--- config.mk ---
export PLATFORM = sky130hd
export DESIGN_NAME = subbytes_seq_ctrl
export DESIGN_NICKNAME = d
export VERILOG_FILES = /design/src/rtl/subbytes_seq_ctrl.sv
export SDC_FILE = /design/constraint.sdc
export NUM_CORES = 1
export LEC_CHECK = 0
export ABC_AREA = 1
export CAP_MARGIN = 0
export CORE_MARGIN = 1.5
export CORE_UTILIZATION = 32
export DETAILED_ROUTE_END_ITERATION = 16
export GPL_TIMING_DRIVEN = 0
export PLACE_DENSITY = 0.51
export SLEW_MARGIN = 20
export SYNTH_ARGS = -nofsm -noshare
export SYNTH_HDL_FRONTEND = slang
export SYNTH_SLANG_ARGS = --single-unit
--- constraint.sdc ---
create_clock -name clk -period 2.8 [get_ports clk]
set_input_delay 0.42 -clock clk [delete_from_list [all_inputs] [get_ports clk]]
set_output_delay 0.42 -clock clk [all_outputs]
set_load 0.01 [all_outputs]
--- src/rtl/subbytes_seq_ctrl.sv ---
// Time-multiplexed AES SubBytes: one 128-bit state pushed through LANES shared S-boxes, LANES bytes per beat.
// Optional macro SUBBYTES_SBOX_REG_EN adds a register stage after the S-boxes (one extra SUB cycle).
module subbytes_seq_ctrl #(
    parameter int unsigned LANES = 4
) (
    input  logic         clk,
    input  logic         rst,
    input  logic         in_valid,
    output logic         in_ready,
    input  logic [127:0] in_data,
    output logic         out_valid,
    input  logic         out_ready,
    output logic [127:0] out_data,
    output logic         busy
);

    localparam int unsigned BEATS  = (LANES == 0) ? 1 : 16 / LANES;
    localparam int unsigned BEAT_W = (BEATS > 1) ? $clog2(BEATS) : 1;
    localparam logic [BEAT_W-1:0] LAST_BEAT = BEAT_W'(BEATS - 1);

    if (LANES == 0 || LANES > 16 || (16 % LANES) != 0) begin : g_bad_lanes
        $error("subbytes_seq_ctrl: LANES=%0d must divide 16", LANES);
    end

    // Forward AES S-box, entry 0 first
    localparam logic [0:255][7:0] SBOX_TBL = {
        128'h637c777bf26b6fc53001672bfed7ab76,
        128'hca82c97dfa5947f0add4a2af9ca472c0,
        128'hb7fd9326363ff7cc34a5e5f171d83115,
        128'h04c723c31896059a071280e2eb27b275,
        128'h09832c1a1b6e5aa0523bd6b329e32f84,
        128'h53d100ed20fcb15b6acbbe394a4c58cf,
        128'hd0efaafb434d338545f9027f503c9fa8,
        128'h51a3408f929d38f5bcb6da2110fff3d2,
        128'hcd0c13ec5f974417c4a77e3d645d1973,
        128'h60814fdc222a908846eeb814de5e0bdb,
        128'he0323a0a4906245cc2d3ac629195e479,
        128'he7c8376d8dd54ea96c56f4ea657aae08,
        128'hba78252e1ca6b4c6e8dd741f4bbd8b8a,
        128'h703eb5664803f60e613557b986c11d9e,
        128'he1f8981169d98e949b1e87e9ce5528df,
        128'h8ca1890dbfe6426841992d0fb054bb16
    };

    function automatic logic [7:0] sbox(input logic [7:0] x);
        return SBOX_TBL[x];
    endfunction

    typedef enum logic [1:0] {IDLE, SUB, DONE} state_t;

    state_t                 state_q;
    logic [BEAT_W-1:0]      beat_q;
    logic [0:15][7:0]       buffer_q;
    logic                   in_ready_q;
    logic                   out_valid_q;
    logic                   busy_q;

    logic [0:LANES-1][7:0]  lane_res_c;
    logic [0:LANES-1][7:0]  wr_res_c;
    logic [BEAT_W-1:0]      wr_beat_c;
    logic                   wr_en_c;
    logic                   last_wr_c;
    logic [0:15][7:0]       buffer_next_c;

    // Lane l of the current beat looks up byte beat*LANES+l
    for (genvar l = 0; l < LANES; l++) begin : g_lane
        logic [3:0] idx;
        assign idx           = 4'(32'(beat_q) * LANES + l);
        assign lane_res_c[l] = sbox(buffer_q[idx]);
    end

`ifdef SUBBYTES_SBOX_REG_EN
    logic [0:LANES-1][7:0]  wb_res_q;
    logic [BEAT_W-1:0]      wb_beat_q;
    logic                   wb_valid_q;
    logic                   issue_done_q;

    assign wr_en_c   = (state_q == SUB) && wb_valid_q;
    assign wr_beat_c = wb_beat_q;
    assign wr_res_c  = wb_res_q;
`else
    assign wr_en_c   = (state_q == SUB);
    assign wr_beat_c = beat_q;
    assign wr_res_c  = lane_res_c;
`endif

    assign last_wr_c = wr_en_c && (wr_beat_c == LAST_BEAT);

    // Byte i belongs to beat i/LANES, lane i%LANES
    for (genvar i = 0; i < 16; i++) begin : g_byte
        localparam int unsigned BI = i / LANES;
        localparam int unsigned LI = i % LANES;
        assign buffer_next_c[i] = (wr_beat_c == BEAT_W'(BI)) ? wr_res_c[LI] : buffer_q[i];
    end

    always_ff @(posedge clk) begin
        if (rst) begin
            state_q      <= IDLE;
            beat_q       <= '0;
            buffer_q     <= '0;
            in_ready_q   <= 1'b1;
            out_valid_q  <= 1'b0;
            busy_q       <= 1'b0;
`ifdef SUBBYTES_SBOX_REG_EN
            wb_res_q     <= '0;
            wb_beat_q    <= '0;
            wb_valid_q   <= 1'b0;
            issue_done_q <= 1'b0;
`endif
        end else begin
            if (wr_en_c) begin
                buffer_q <= buffer_next_c;
            end
            case (state_q)
                IDLE: begin
                    if (in_valid) begin
                        buffer_q   <= in_data;
                        beat_q     <= '0;
                        state_q    <= SUB;
                        in_ready_q <= 1'b0;
                        busy_q     <= 1'b1;
`ifdef SUBBYTES_SBOX_REG_EN
                        wb_valid_q   <= 1'b0;
                        issue_done_q <= 1'b0;
`endif
                    end
                end
                SUB: begin
`ifdef SUBBYTES_SBOX_REG_EN
                    // Issue side runs one beat ahead of the write-back register
                    if (!issue_done_q) begin
                        wb_res_q   <= lane_res_c;
                        wb_beat_q  <= beat_q;
                        wb_valid_q <= 1'b1;
                        if (beat_q == LAST_BEAT) begin
                            issue_done_q <= 1'b1;
                        end else begin
                            beat_q <= beat_q + BEAT_W'(1);
                        end
                    end else begin
                        wb_valid_q <= 1'b0;
                    end
`else
                    if (beat_q != LAST_BEAT) begin
                        beat_q <= beat_q + BEAT_W'(1);
                    end
`endif
                    if (last_wr_c) begin
                        state_q     <= DONE;
                        out_valid_q <= 1'b1;
                    end
                end
                DONE: begin
                    if (out_ready) begin
                        state_q     <= IDLE;
                        out_valid_q <= 1'b0;
                        in_ready_q  <= 1'b1;
                        busy_q      <= 1'b0;
                    end
                end
                default: begin
                    state_q <= IDLE;
                end
            endcase
        end
    end

    assign in_ready  = in_ready_q;
    assign out_valid = out_valid_q;
    assign out_data  = buffer_q;
    assign busy      = busy_q;

endmodule

==> Flow_metrics.wiki <==
{| class="wikitable"
! Metric !! Value
|-
| Avg Vias per Cell || 6.416
|-
| Result of the run || finished, violations left
|-
| Routability Congestion || 1.091
|-
| Violations in the final reports || negative setup slack
|-
| Deepest clock path buffer count || 2
|-
| Worst-Skew Late Latency || 470 ps
|-
| Number of placed instances, taps included || 4,941
|-
| Critical path start-end classification || input port to flop
|-
| Critical path's slowest cell || clkbuf_1
|-
| Leading cell types by total area after synthesis || nand3_1, nand2_1, dfxtp_1
|-
| Critical Path AT || 3290 ps
|-
| Worst hold path depth || 2
|-
| P per Cell Area || 799.2 nW/um2
|-
| Number of antenna violations at the first check in global routing || 2
|-
| Nets@finish || 4,493
|-
| Count of final max-slew check failures || 0
|-
| 1st-pass router iterations || 9
|-
| Post-route clock skew || 12.75 ps
|-
| Number of buffers added by the clock tree synthesis step || 17
|-
| Total routing usage reported by global routing || 0.4514
|-
| Number of DRC violations after detailed-routing iteration 0 || 5,348
|-
| H-tree levels || 4
|-
| Setup violations, final || 46
|-
| Number of flops mapped to enable cells by yosys || 0
|-
| Final hold vios || 0
|-
| Number of nets with antenna violations after detailed routing || 0
|-
| Worst vdd rail ir drop || 0.5212 mV
|-
| Number of warnings issued by yosys || 0
|-
| Number of standard-cell rows in the floorplan || 93
|-
| Cell family with most CP delay || buffers and inverters
|-
| Half-perimeter wire length after placement || 113,300 um
|-
| Wire length reported by the detailed router || 160,500 um
|-
| Fin crit period || 2902 ps
|-
| Cells along the critical path || clkdlybuf4s50_1 -> inv_1 -> clkbuf_1 -> clkbuf_1 -> o21ai_0 -> a21oi_2
|-
| Post-route cell area || 31,190 um2
|-
| Headroom to the max-slew limit || 0.2154
|-
| Worst min-delay path startpoint || out_valid
|-
| Total congestion overflow after global routing || 0
|-
| Chip width || 259 um
|-
| Cell count after synthesis || 3,824
|-
| Initial Util || 0.3247
|-
| Antenna cell count || 0
|-
| Crit-path most repeated cell || clkbuf_1
|-
| Accumulated negative setup slack || -1265 ps
|-
| Ratio of cells with drive above 1 in the final layout || 0.2763
|-
| Worst stage delay on the critical path || 650 ps
|-
| Syn Std Cell Area || 20,970 um2
|-
| Filler-free cell count of the finished design || 5,169
|-
| Category of the worst setup path capture point || flop
|-
| Critical path required time || 3190 ps
|-
| Flop and latch count out of synthesis || 135
|-
| Clock net sink count || 135
|-
| Reg2reg setup slack || -80 ps
|-
| IO buf count || 262
|-
| Worst Setup Slack, final || -101.7 ps
|-
| Ports placed on the boundary || 263
|-
| Element type at the critical path start || input port
|-
| Most common cell in the synthesized netlist || nand3_1
|-
| Maximum number of pins on one net before global-route repair || 17
|-
| Reg-to-reg endpoint || out_data[120]
|-
| Synth cell types || 38
|-
| Hold buffer count at cts || 0
|-
| CTS tree || done
|-
| Via total after detailed routing || 33,166
|-
| Standby leakage power || 14.19 nW
|-
| Die footprint || 67,080 um2
|-
| DRC violations left || 0
|-
| Total cell area at the placement stage || 24,660 um2
|-
| Cell type with the largest total area after synthesis || nand3_1
|-
| Synth cell count leaders || nand3_1, nand2_1, inv_1, o21ai_0, a21oi_1
|-
| Root Driver || clkbuf_16
|-
| Unrepaired setup endpoints after global routing || true
|-
| Proportion of netlist area held by the largest area contributor || 0.2821
|-
| Chip height || 259 um
|-
| Layout Area Growth over Synthesis || 48.71%
|-
| Post-Synthesis Net Count || 4,016
|-
| Crit path buf inv count || 4
|-
| Number of global-route vias before repair || 30,247
|-
| WL per Instance || 31.06 um
|-
| Worst-Margin Slew || 1165 ps
|-
| Path category of the worst min-delay check || flop to flop
|-
| F_max || 344.6 MHz
|-
| Number of cells on the worst reg-to-reg path || 19
|-
| Sequential share of the synthesized area || 0.1289
|-
| Mean cell area of the mapped netlist || 5.484 um2
|-
| Area of the core || 64,580 um2
|-
| Prevailing post-synth register cell || dfxtp_1
|-
| Maximum Capacitance Violations || 0
|-
| Period utilization || 1.036
|-
| First-pass GRT wire length || 220,900 um
|-
| Beginning of the worst register-to-register path || beat_q[0]
|-
| Clock-pin slew on the worst setup and hold paths || 70 ps
|-
| Crit Path Max Fanout || 10
|-
| Worst hold endpoint || out_valid
|-
| Share of flip-flops with an asynchronous set or reset after synthesis || 0
|}
==> registers in the layout, indices dropped and copies added (netlist names) <==
register	flops
out_data	128
in_ready	1
state_q	2
out_valid	1
busy	1
beat_q	2
==> worst reg2reg max path: cells and delay by family (launching register included) <==
| family | cells | cell delay [ps] |
|---|---|---|
| AOI/OAI and AO/OA | 1 | 60 |
| adders and majority gates | 1 | 300 |
| buffers and inverters | 6 | 860 |
| DFF | 1 | 360 |
| and+or+nand+nor | 11 | 1160 |
==> cell families after synthesis <==
kind of cell               synth area share
and+or+nand+nor                      0.5636
DFF                                  0.1289
buffers and inverters                0.1483
adders and majority gates           0.03580
AOI/OAI and AO/OA                    0.1234
==> cell type report <==
cell class / instances / area [um2]
tap: 855 / 1070
multi-input combinational: 3081 / 18550
timing repair buffer: 455 / 4546
buffer: 296 / 2427
clock buffer: 20 / 456.7
fill: 6835 / 33390
sequential: 135 / 2708
inverter: 315 / 1254
clock inverter: 12 / 175.2
==> per-stage QoR <==
stage          power [mW]    util  hold WS (ps)  setup slack, ps
4_1_cts             21.29  0.4261         478.7           -47.05
3_5_place_dp        17.26  0.3819         460.6            -1233
3_3_place_gp        17.66  0.3819         457.9            -1299
6_report            24.93  0.4829         479.7           -101.7
2_1_floorplan       11.39       -         476.9            177.3
5_1_grt             25.56  0.4829         494.0           -121.1
==> layout by cell type, fill, tap and decap left out, types with 82 or more instances in the layout <==
master,n
nand3_1,943
nand2_1,941
inv_1,267
clkdlybuf4s50_1,262
o21ai_0,257
nand3_2,216
buf_4,186
nand2_2,140
dfxtp_1,133
a21oi_1,127
nand2_4,88
nand3_4,82
==> metal layers <==
layer / global-route usage / routed length (um)
met3: 0.1608 / 24110
met4: 0.2714 / 13300
met1: 0.5634 / 58080
met5: 0 / 0
met2: 0.6617 / 65040
==> power breakdown <==
| group | total (mW) | internal (mW) | switching (mW) |
|---|---|---|---|
| Clock | 2.58 | 1.53 | 1.04 |
| Sequential | 2.45 | 2.13 | 0.322 |
| Combinational | 19.9 | 6.48 | 13.4 |
| Total | 24.9 | 10.1 | 14.8 |
==> repair_timing <==
item                                    4_1_cts  5_1_grt
pin swaps                                    41      176
setup buffers                                96       88
cloned                                        5       10
gates resized for setup                     290      674
endpoints found under the setup margin      128      128
==> worst max-delay path by stage <==
stage,start,endpoint,slack (ps),cells after the start
after floorplan,beat_q[0],out_data[32],180,19
after global placement,beat_q[1],out_data[64],-1300,17
after detailed placement,beat_q[0],out_data[82],-1230,17
after CTS,beat_q[0],out_data[82],-50,17
after global routing,beat_q[0],out_data[5],-120,22
final,rst,out_data[13],-100,6
Note: power is estimated with default switching activity, not from simulation.
